**src/rtl/stopwatch_ctrl.sv**
```systemverilog
// Stopwatch control stage: input conditioning, IDLE/RUN/PAUSE/DONE sequencing, tick prescaler.
// Optional lap/freeze output enabled by defining STOPWATCH_LAP_EN.
module stopwatch_ctrl #(
  parameter int TICK_DIV  = 1000000,
  parameter int DIV_BITS  = 20,
  parameter int DB_CYCLES = 1000000,
  parameter int DB_BITS   = 20
) (
  input  logic       clk,
  input  logic       rst,
  input  logic       btn_start_stop,
  input  logic       btn_clear,
  input  logic       sw_dir,
`ifdef STOPWATCH_LAP_EN
  input  logic       btn_lap,
  output logic       freeze,
`endif
  input  logic       count_done,
  output logic       tick,
  output logic       up_down,
  output logic       cnt_clr,
  output logic       running,
  output logic [1:0] state
);

  localparam int I_START = 0;
  localparam int I_CLEAR = 1;
  localparam int I_DIR   = 2;
`ifdef STOPWATCH_LAP_EN
  localparam int I_LAP   = 3;
  localparam int N_IN    = 4;
`else
  localparam int N_IN    = 3;
`endif

  localparam logic [DB_BITS-1:0]  DB_LAST  = DB_BITS'(DB_CYCLES - 1);
  localparam logic [DIV_BITS-1:0] DIV_LAST = DIV_BITS'(TICK_DIV - 1);

  typedef enum logic [1:0] {
    IDLE  = 2'b00,
    RUN   = 2'b01,
    PAUSE = 2'b10,
    DONE  = 2'b11
  } state_t;

  logic [N_IN-1:0]              raw;
  logic [N_IN-1:0]              sync_p0;
  logic [N_IN-1:0]              sync_p1;
  logic [N_IN-1:0]              deb;
  logic [N_IN-1:0]              deb_q;
  logic [N_IN-1:0][DB_BITS-1:0] db_cnt;

  state_t              st;
  logic [DIV_BITS-1:0] presc;
  logic                dir_pend;

  logic press_start;
  logic press_clear;
  logic dir_chg;
`ifdef STOPWATCH_LAP_EN
  logic press_lap;

  assign raw = {btn_lap, sw_dir, btn_clear, btn_start_stop};
`else
  assign raw = {sw_dir, btn_clear, btn_start_stop};
`endif

  // Stage p0/p1: two-flop synchroniser for every raw input
  always_ff @(posedge clk or posedge rst) begin
    if (rst) begin
      sync_p0 <= '0;
      sync_p1 <= '0;
    end else begin
      sync_p0 <= raw;
      sync_p1 <= sync_p0;
    end
  end

  // Debounce: accept a new level only after DB_CYCLES consecutive differing samples
  always_ff @(posedge clk or posedge rst) begin
    if (rst) begin
      deb    <= '0;
      deb_q  <= '0;
      db_cnt <= '0;
    end else begin
      deb_q <= deb;
      for (int i = 0; i < N_IN; i++) begin
        if (sync_p1[i] == deb[i]) begin
          db_cnt[i] <= '0;
        end else if (db_cnt[i] == DB_LAST) begin
          deb[i]    <= sync_p1[i];
          db_cnt[i] <= '0;
        end else begin
          db_cnt[i] <= db_cnt[i] + 1'b1;
        end
      end
    end
  end

  assign press_start = deb[I_START] & ~deb_q[I_START];
  assign press_clear = deb[I_CLEAR] & ~deb_q[I_CLEAR];
  assign dir_chg     = deb[I_DIR] ^ deb_q[I_DIR];
`ifdef STOPWATCH_LAP_EN
  assign press_lap   = deb[I_LAP] & ~deb_q[I_LAP];
`endif

  // Direction is loaded on a debounced switch change; a change seen outside IDLE
  // stays pending so it takes effect once the stopwatch is back in IDLE.
  always_ff @(posedge clk or posedge rst) begin
    if (rst) begin
      st       <= IDLE;
      presc    <= '0;
      up_down  <= 1'b1;
      cnt_clr  <= 1'b0;
      running  <= 1'b0;
      dir_pend <= 1'b0;
`ifdef STOPWATCH_LAP_EN
      freeze   <= 1'b0;
`endif
    end else begin
      cnt_clr <= 1'b0;
      if (dir_chg) dir_pend <= 1'b1;
      if (press_clear) begin
        st      <= IDLE;
        presc   <= '0;
        cnt_clr <= 1'b1;
        running <= 1'b0;
`ifdef STOPWATCH_LAP_EN
        freeze  <= 1'b0;
`endif
      end else begin
        case (st)
          IDLE: begin
            presc <= '0;
            if (dir_chg || dir_pend) begin
              up_down  <= deb[I_DIR];
              dir_pend <= 1'b0;
              if (deb[I_DIR] != up_down) cnt_clr <= 1'b1;
            end
            if (press_start) begin
              st      <= RUN;
              running <= 1'b1;
            end
          end
          RUN: begin
            if (!up_down && count_done) begin
              st      <= DONE;
              running <= 1'b0;
`ifdef STOPWATCH_LAP_EN
              freeze  <= 1'b0;
`endif
            end else begin
`ifdef STOPWATCH_LAP_EN
              if (press_lap) freeze <= ~freeze;
`endif
              if (press_start) begin
                st      <= PAUSE;
                running <= 1'b0;
              end else begin
                presc <= (presc == DIV_LAST) ? '0 : presc + 1'b1;
              end
            end
          end
          PAUSE: begin
`ifdef STOPWATCH_LAP_EN
            if (press_lap) freeze <= ~freeze;
`endif
            if (press_start) begin
              st      <= RUN;
              running <= 1'b1;
            end
          end
          default: ;
        endcase
      end
    end
  end

  assign state = st;
  assign tick  = (st == RUN) && (presc == DIV_LAST) && !(count_done && !up_down);

endmodule

```
**config.mk**
```make
export PLATFORM = sky130hd
export DESIGN_NAME = stopwatch_ctrl
export DESIGN_NICKNAME = d
export VERILOG_FILES = /design/src/rtl/stopwatch_ctrl.sv
export SDC_FILE = /design/constraint.sdc
export NUM_CORES = 1
export LEC_CHECK = 0
export ABC_CLOCK_PERIOD_IN_PS = 8200
export CORE_UTILIZATION = 30
export CTS_CLUSTER_SIZE = 28
export DETAILED_ROUTE_END_ITERATION = 7
export PLACE_DENSITY = 0.52
export SYNTH_ARGS = -nofsm -noshare
export SYNTH_HDL_FRONTEND = slang
export SYNTH_SLANG_ARGS = --single-unit
```
**constraint.sdc**
```tcl
create_clock -name clk -period 8.2 [get_ports clk]
set_input_delay 1.23 -clock clk [delete_from_list [all_inputs] [get_ports clk]]
set_output_delay 1.23 -clock clk [all_outputs]
set_load 0.05 [all_outputs]
```
# Word level (Yosys, flattened, before mapping)
# Index checks and enable logic that the tools add are counted.
word_totals:
  out_inout_bits: 6
  mem_bits_ro: 0
  input_bits: 6
  mem_count: 0
  ff_bits: 98
  elab_cells: 87
  mem_bits_rw: 0
  latchBits: 0
classes:
  n_eq_ne: 14
  n_lt_le_gt_ge: 0
  n_addsub: 4
  shifts: 0
  reduce_logical: 16
  mux: 29
  bitwise: 9
  multipliers: 0
  div: 0
ops:
  columns: ["op", "count"]
  rows:
  - ["20-bit 2-to-1 mux", 10]
  - ["20-bit by 1-bit adder with 20-bit output, second input constant", 4]
  - ["20-bit == test, second input constant", 4]
  - ["20-bit case mux with 2 select lines", 1]
  - ["1-bit 2-to-1 mux", 12]
  - ["3-bit AND reduction", 3]
  - ["2-bit 2-to-1 mux", 4]
  - ["3-bit inequality test, second input constant", 2]
  - ["1-bit NOT", 6]
  - ["2-bit AND reduction", 3]
  - ["3-bit nonzero test", 2]
  - ["4-bit inequality test, second input constant", 1]
  - ["2-bit case mux with 2 select lines", 1]
  - ["1-bit == test", 3]
  - ["1-bit logical AND", 3]
  - ["3-bit by 1-bit inequality test with 1-bit output, second input constant", 1]
  - ["1-bit bitwise AND", 2]
  - ["2-bit by 1-bit == test with 1-bit output, second input constant", 1]
  - ["2-bit == test, second input constant", 1]
  - ["1-bit logical NOT", 2]
  - ["2-bit logical NOT", 1]
  - ["1-bit case mux with 2 select lines", 1]
  - ["2-bit OR reduction", 1]
  - ["1-bit logical OR", 1]
  - ["2 further kinds", 2]

# Longest topological paths before layout
# Gate-level depths: netlist of the first run.
depth:
  word_depth: 6
  ltp_mapped: 7

# Worst setup path before layout of the first run
# OpenSTA, ideal clock, no wires.
synth_timing:
  path_type: "input to output"
  from: "in count_done"
  to: "out tick"
  n_path_buf: 0
  arrival_time_ns: 3.047
  stages: 2
  setup_slack_ns: 3.923
  required_time_ns: 6.970
  cell_sequence: "nor2b_1 > nor4b_1"
synth_via:
  elab_chain_len: 3
synth_lines:
  columns: ["element", "line", "text"]
  rows:
  - ["start: declaration", "18", "input logic count_done,"]
  - ["1-bit logical AND", "180", "assign tick = (st == RUN) && (presc == DIV_LAST) && !(count_done && !up_down);"]
  - ["1-bit logical NOT", "180", null]
  - ["1-bit logical AND", "180", null]
  - ["end: declaration", "19", "output logic tick,"]
# Every way passes these cells.

# Worst setup path after layout of the first run
# Ends and elaborated chain as after synthesis.

==> reports/qor.csv, run 1 <==
stage,metric,value,unit
cts,"Gates resized, CTS repair",0,
place,Placer Congestion,0.789,
yosys,ranking of synthesized cells by area,"dfrtp_1, xor2_1, nor2_1",
yosys,number of synthesized flops with an enable pin,0,
global_route,first-pass GRT wire length,16.2,mm
yosys,"Seq/Total Area, Yosys",51.5,%
worst_setup_path,worst path cell trace,clkdlybuf4s50_1 > nor2b_1 > nor4b_1 > clkdlybuf4s50_1,
worst_setup_path,FF-to-FF Start,presc[3]$_DFFE_PP0P_,
power,pwr/cell area,183,nW/µm²
place,port buffer count,11,
timing,Final Setup Violations,0,
worst_hold_path,Hold Crit Class,reg -> reg,
yosys,biggest area consumer among synthesized cells,dfrtp_1,
timing,pins over their slew limit,0,
cts,CTS Sinks,98,
die,Core ar.,15400,µm²
route,wl on met1,4.57,mm
timing,Max Fclk,223,MHz
worst_setup_path,Startpoint Class,input port,
route,drt drc,0,
route,metal3 WL,312,µm
worst_setup_path,RR Endpoint,presc[19]$_DFFE_PP0P_,
worst_setup_path,Critical Path Stages,4,
cts,H-tree depth,3,
yosys,Compound-Gate Fraction of Synth Area,6.80,%
timing,unrepaired setup endpoints after global routing,no,
cts,Root Buffer,clkbuf_16,
worst_setup_path,Crit path arrival time,3.24,ns
route,top sig layer,met4,
route,vias per std cell,4.81,
route,Post-Route WL,9.33,mm
timing,final hold violations,0,
timing,Setup TNS,0,ns
place,Place WS,3.77,ns
route,1st-iter DRT viols,144,
global_route,number of global-route vias before repair,3374,
cts,clk buf depth,2,
place,Post-DP HPWL,6.21,mm
yosys,main combinational cell family by area after synthesis,simple AND/OR/NAND/NOR gates,
worst_setup_path,CP Capture Type,output port,
yosys,post-synthesis mux area share,0.945,%
die,die width,128,µm
yosys,"Primary FF master, synth",dfrtp_1,
worst_setup_path,CP max FO,4,
global_route,total track usage,12.4,%
worst_setup_path,"Req. time, crit path",6.97,ns
cts,Clock transition at path regs,0.06,ns
power,P_leak,2.33,nW
yosys,Post-Synth XOR/XNOR Area,10.7,%
global_route,total congestion overflow,0,
route,Routed Antenna Nets,0,
yosys,Yosys top cell area share,50.9,%
global_route,pin count of the biggest net entering global routing,75,
status,status,"finished, final reports clean",
worst_setup_path,"Top cell by count, worst path",clkdlybuf4s50_1,
yosys,Post-Syn Instances,488,
die,num ports,12,
die,Rows,45,
route,first-pass detailed-route iteration total,5,
worst_setup_path,Setup CP Type,in -> out,
worst_setup_path,CP Launch Point,count_done,
route,WL per Instance,13.0,µm
timing,PnR worst setup slack,3.73,ns
die,Starting Density,31.0,%
cts,Post-CTS Hold Buffers,0,
yosys,Synth cell types,43,
die,die area,16400,µm²
timing,skew final,0.00774,ns
cells_and_area,share of layout cells above drive strength 1,6.29,%
worst_setup_path,R2R Setup Slk,5.99,ns
yosys,"top cells by count, synth","dfrtp_1, nor2_1, nand3_1",
worst_setup_path,CP peak stage delay,0.92,ns
cts,# Post-CTS Setup Buffers,0,
route,WL met2,4.35,mm
worst_setup_path,WP buf/inv,2,
job,MaxCap Viol Count,0,
timing,worst-margin pin slew,0.932,ns
worst_setup_path,Setup crit end,tick,
cts,clk_lat worst skew,0.34,ns
yosys,Synth Cell Area,4770,µm²
yosys,most frequent cell after synthesis,dfrtp_1,
timing,slew margin rel.,37.9,%
worst_setup_path,Worst path slowest cell,clkdlybuf4s50_1,
timing,fin crit share,54.6,%
yosys,Seq cells post-synth,98,
yosys,yosys warns,0,
yosys,syn nets,498,
cts,CTS tree,built,
worst_setup_path,CP top delay family,buffers and inverters,
cts,clock buffer count from CTS,9,
cells_and_area,synthesis-to-finish area growth,14.9,%
cells_and_area,Inserted Diodes,0,
die,DIE HEIGHT,128,µm
yosys,Synth async-reset ratio,100,%
global_route,initial antenna violation count,0,
yosys,Simple-Gate Fraction of Synth Area,26.7,%
worst_setup_path,r2r worst-path depth,6,
route,via count,3460,
power,Peak VDD IR,0.130,mV
yosys,Mapped Avg Cell Area,9.77,µm²
yosys,adder-cell share of the synthesized area,1.05,%
timing,Hold WS,0.349,ns
cells_and_area,number of nets in the layout,514,
timing,fin crit period,4.47,ns
report_power, final:
group / leakage [nW] / internal (mW) / switching, mW
Sequential: 1.30 / 0.488 / 0.00465
Clock: 0.166 / 0.298 / 0.183
Combinational: 0.858 / 0.00733 / 0.0186
Total: 2.33 / 0.794 / 0.207
worst min path at each step:
stage / start / endpoint / slack [ns] / cells past startpoint
after global placement: sync_p0[2]$_DFF_PP0_ / sync_p1[2]$_DFF_PP0_ / 0.33 / 0
after CTS: sync_p0[1]$_DFF_PP0_ / sync_p1[1]$_DFF_PP0_ / 0.35 / 0
after detailed placement: sync_p0[1]$_DFF_PP0_ / sync_p1[1]$_DFF_PP0_ / 0.34 / 0
final: sync_p0[2]$_DFF_PP0_ / sync_p1[2]$_DFF_PP0_ / 0.35 / 0
after global routing: sync_p0[1]$_DFF_PP0_ / sync_p1[1]$_DFF_PP0_ / 0.35 / 0
after floorplan: sync_p0[0]$_DFF_PP0_ / sync_p1[0]$_DFF_PP0_ / 0.33 / 0
worst reg2reg max path, delay by kind of cell (launching register included):
kind	cells	cell delay [ns]
AND/OR/NAND/NOR	3	0.97
AO/OA/AOI/OAI	2	0.47
flip-flops	1	0.42
buffers and inverters	1	0.25
registers in the layout, indices dropped and copies added, names as in the netlist:
name      flops
db_cnt       60
presc        20
deb           3
deb_q         3
sync_p0       3
sync_p1       3
state         2
cnt_clr       1
dir_pend      1
running       1
up_down       1
kinds of logic after synthesis:
| group | Yosys count |
|---|---|
| AO/OA/AOI/OAI | 49 |
| XOR/XNOR | 58 |
| adder cells (fa/ha/maj) | 4 |
| buffers and inverters | 29 |
| flip-flops | 98 |
| multiplexers | 4 |
| AND/OR/NAND/NOR | 246 |
area by class of cell:
cell class,instances,area (µm²)
fill,1526,9890
sequential,98,2450
inverter,18,70.1
multi-input combinational,361,2200
tap,211,264
timing repair buffer,16,148
clock inverter,7,116
clock buffer,9,225
placed cells by master, fill, tap and decap left out, drive strengths merged, types with 6 or more instances in the layout:
| cell type | Yosys | final |
|---|---|---|
| nand2b | 9 | 9 |
| nand3 | 36 | 36 |
| o21ai | 10 | 10 |
| nand2 | 32 | 32 |
| and3 | 15 | 15 |
| nand4 | 19 | 19 |
| nor2 | 80 | 80 |
| xor2 | 35 | 35 |
| and2 | 6 | 6 |
| dfrtp | 97 | 97 |
| nor3 | 13 | 13 |
| xnor2 | 23 | 23 |
| a21oi | 8 | 8 |
| nor4 | 11 | 11 |
| a31oi | 9 | 9 |
| and4 | 7 | 7 |
| inv | 18 | 19 |
| clkbuf | 8 | 9 |
| clkdlybuf4s50 | 0 | 11 |
through the flow:
stage	total power, mW	cells	util [%]	cell area (µm²)
final	1.00	720	35.6	5480
after global routing	1.04	720	35.6	5480
after CTS	1.02	720	35.6	5480
after detailed placement	0.529	704	33.4	5140
after global placement	0.529	704	33.4	5140
after floorplan	0.519	488	-	4770
layer usage:
layer	track usage (%)	vias up
met5	0	-
met4	5.05	0
met3	3.01	7
met2	19.6	40
met1	16.4	1674
li1	-	1739
Power figures use the tool's default switching activity.
==> run 2: changes to the inputs <==
--- a/config.mk
+++ b/config.mk
@@ -5,7 +5,7 @@
 export SDC_FILE = /design/constraint.sdc
 export NUM_CORES = 1
 export LEC_CHECK = 0
-export ABC_CLOCK_PERIOD_IN_PS = 8200
+export ABC_CLOCK_PERIOD_IN_PS = 4500
 export CORE_UTILIZATION = 30
 export CTS_CLUSTER_SIZE = 28
 export DETAILED_ROUTE_END_ITERATION = 7
==> constraint.sdc (replaced) <==
create_clock -name clk -period 4.5 [get_ports clk]
set_input_delay 0.675 -clock clk [delete_from_list [all_inputs] [get_ports clk]]
set_output_delay 0.675 -clock clk [all_outputs]
set_load 0.05 [all_outputs]
==> reports/qor.csv, run 2 (synthesized netlist as in run 1, its figures left out) <==
stage,metric,value,unit,change
die,Starting Density,31.0,%,unchanged
worst_setup_path,RR Endpoint,presc[19]$_DFFE_PP0P_,,unchanged
timing,unrepaired setup endpoints after global routing,no,,unchanged
global_route,number of global-route vias before repair,3483,,was 3374
route,Routed Antenna Nets,0,,unchanged
route,WL per Instance,12.8,µm,was 13.0 µm
worst_setup_path,R2R Setup Slk,2.31,ns,was 5.99 ns
worst_hold_path,WHS Path Cells,0,,unchanged
cts,Post-CTS Hold Buffers,0,,unchanged
timing,skew final,0.00652,ns,was 0.00774 ns
route,Post-Route WL,9.25,mm,was 9.33 mm
worst_setup_path,CP max FO,12,,was 4
cts,Clock transition at path regs,0.07,ns,was 0.06 ns
timing,fin crit share,82.0,%,
worst_hold_path,Hold Crit Class,reg -> reg,,unchanged
cells_and_area,most frequent cells in the layout,"dfrtp_1, nor2_1, nand3_1",,unchanged
cells_and_area,"most common cell after layout, fill and taps aside",dfrtp_1,,unchanged
worst_setup_path,FF-to-FF Start,presc[0]$_DFFE_PP0P_,,was presc[3]$_DFFE_PP0P_
die,num ports,12,,unchanged
job,MaxCap Viol Count,0,,unchanged
status,status,"finished, final reports clean",,unchanged
cts,CTS tree,built,,unchanged
route,1st-iter DRT viols,116,,was 144
power,Peak VDD IR,0.209,mV,was 0.130 mV
cts,# Post-CTS Setup Buffers,0,,unchanged
timing,slew margin rel.,50.2,%,was 37.9%
cells_and_area,synthesis-to-finish area growth,13.8,%,was 14.9%
timing,worst-margin pin slew,0.741,ns,was 0.932 ns
timing,final hold violations,0,,unchanged
route,via count,3513,,was 3460
timing,Setup TNS,0,ns,unchanged
timing,Hold WS,0.350,ns,was 0.349 ns
worst_hold_path,start point of the worst min-delay path,sync_p0[2]$_DFF_PP0_,,unchanged
cts,clock buffer count from CTS,9,,unchanged
place,Post-Place Cells,705,,was 704
worst_setup_path,r2r worst-path depth,6,,unchanged
worst_hold_path,hold endpoint,sync_p1[2]$_DFF_PP0_,,unchanged
cells_and_area,Inserted Diodes,0,,unchanged
cts,Root Buffer,clkbuf_16,,unchanged
place,Post-DP HPWL,6.21,mm,about the same
global_route,first-pass GRT wire length,16.1,mm,was 16.2 mm
worst_setup_path,Startpoint Class,register,,was input port
cells_and_area,largest register by flop count,db_cnt,,unchanged
cts,H-tree depth,3,,unchanged
timing,Final Setup Violations,0,,unchanged
die,Core ar.,15400,µm²,unchanged
cells_and_area,share of layout cells above drive strength 1,6.47,%,was 6.29%
cells_and_area,Largest regs,"db_cnt: 60 flops, presc: 20 flops",,unchanged
die,Rows,45,,unchanged
die,DIE HEIGHT,128,µm,unchanged
global_route,total congestion overflow,0,,unchanged
place,port buffer count,11,,unchanged
route,first-pass detailed-route iteration total,4,,was 5
die,die area,16400,µm²,unchanged
route,drt drc,0,,unchanged
power,P_leak,2.30,nW,was 2.33 nW
cts,CTS Sinks,98,,unchanged
cells_and_area,number of nets in the layout,515,,was 514
worst_setup_path,"Req. time, crit path",3.83,ns,was 6.97 ns
die,die width,128,µm,unchanged
cts,"Gates resized, CTS repair",0,,unchanged
power,Final Power,1.68,mW,was 1.00 mW
timing,fin crit period,3.69,ns,
cts,clk_lat worst skew,0.35,ns,was 0.34 ns
global_route,total track usage,12.4,%,about the same
worst_setup_path,Setup CP Type,reg -> out,,was in -> out
cells_and_area,Non-Filler Instances,721,,was 720
global_route,pin count of the biggest net entering global routing,41,,was 75
global_route,initial antenna violation count,0,,unchanged
place,Placer Congestion,0.806,,was 0.789
timing,pins over their slew limit,0,,unchanged
power,pwr/cell area,309,nW/µm²,was 183 nW/µm²
route,vias per std cell,4.87,,was 4.81
worst_setup_path,CP Launch Point,presc[0]$_DFFE_PP0P_,,was count_done
timing,Max Fclk,271,MHz,
worst_setup_path,Crit path arrival time,3.02,ns,was 3.24 ns
cells_and_area,max FFs per register,60,,unchanged
cts,clk buf depth,2,,unchanged
worst_setup_path,CP Capture Type,output port,,unchanged
==> run 2: cell types whose count changed in the layout (fill, tap and decap cells not counted) <==
| cell | change |
|---|---|
| buf_4 | +1 |
| bufinv_16 | -3 |
| clkbuf_8 | +1 |
| clkinvlp_4 | +2 |
==> run 2: power breakdown <==
group	internal, mW	switching [mW]	leakage (nW)
Combinational	0.0140	0.0341	0.863
Sequential	0.890	0.00833	1.30
Clock	0.390	0.342	0.131
==> run 2: stage by stage <==
step / utilization, % / worst slack [ns] / area [µm²]
final: 35.3 / 0.809 / 5430
after floorplan: - / 0.994 / 4770
after global placement: 33.5 / 1.11 / 5140
after global routing: 35.3 / 0.588 / 5430
after detailed placement: 33.5 / 1.13 / 5140
after CTS: 35.3 / 0.740 / 5430
==> run 2: layout make-up <==
cell class                      count  area [µm²]
Multi-Input combinational cell    361        2200
Tap cell                          211         264
Timing Repair Buffer               17         155
Fill cell                        1555        9950
Clock inverter                      6        41.3
Clock buffer                       10         239
Sequential cell                    98        2450
Inverter                           18        70.1
==> run 2: worst max-delay path by stage <==
stage | depth (start not counted) | slack, ns | end
final | 5 | 0.81 | tick
after detailed placement | 5 | 1.13 | tick
after global routing | 5 | 0.59 | tick
after floorplan | 5 | 0.99 | tick
after CTS | 5 | 0.74 | tick
after global placement | 4 | 1.11 | tick
==> run 2: metal layers <==
metal / track usage, % / up-vias / share of wire [%]
met5: 0 / - / 0
li1: - / 1746 / -
met2: 18.9 / 41 / 44
met1: 16.4 / 1708 / 49
met3: 2.92 / 18 / 4.1
met4: 6.78 / 0 / 2.7
==> run 2: worst max-delay path: stages (launching register included) <==
cell and delay [ns]:
dfrtp_1 0.46, ha_1 0.24, and2_1 0.42, nand4_1 0.15, nor4b_1 0.48, clkdlybuf4s50_1 0.91
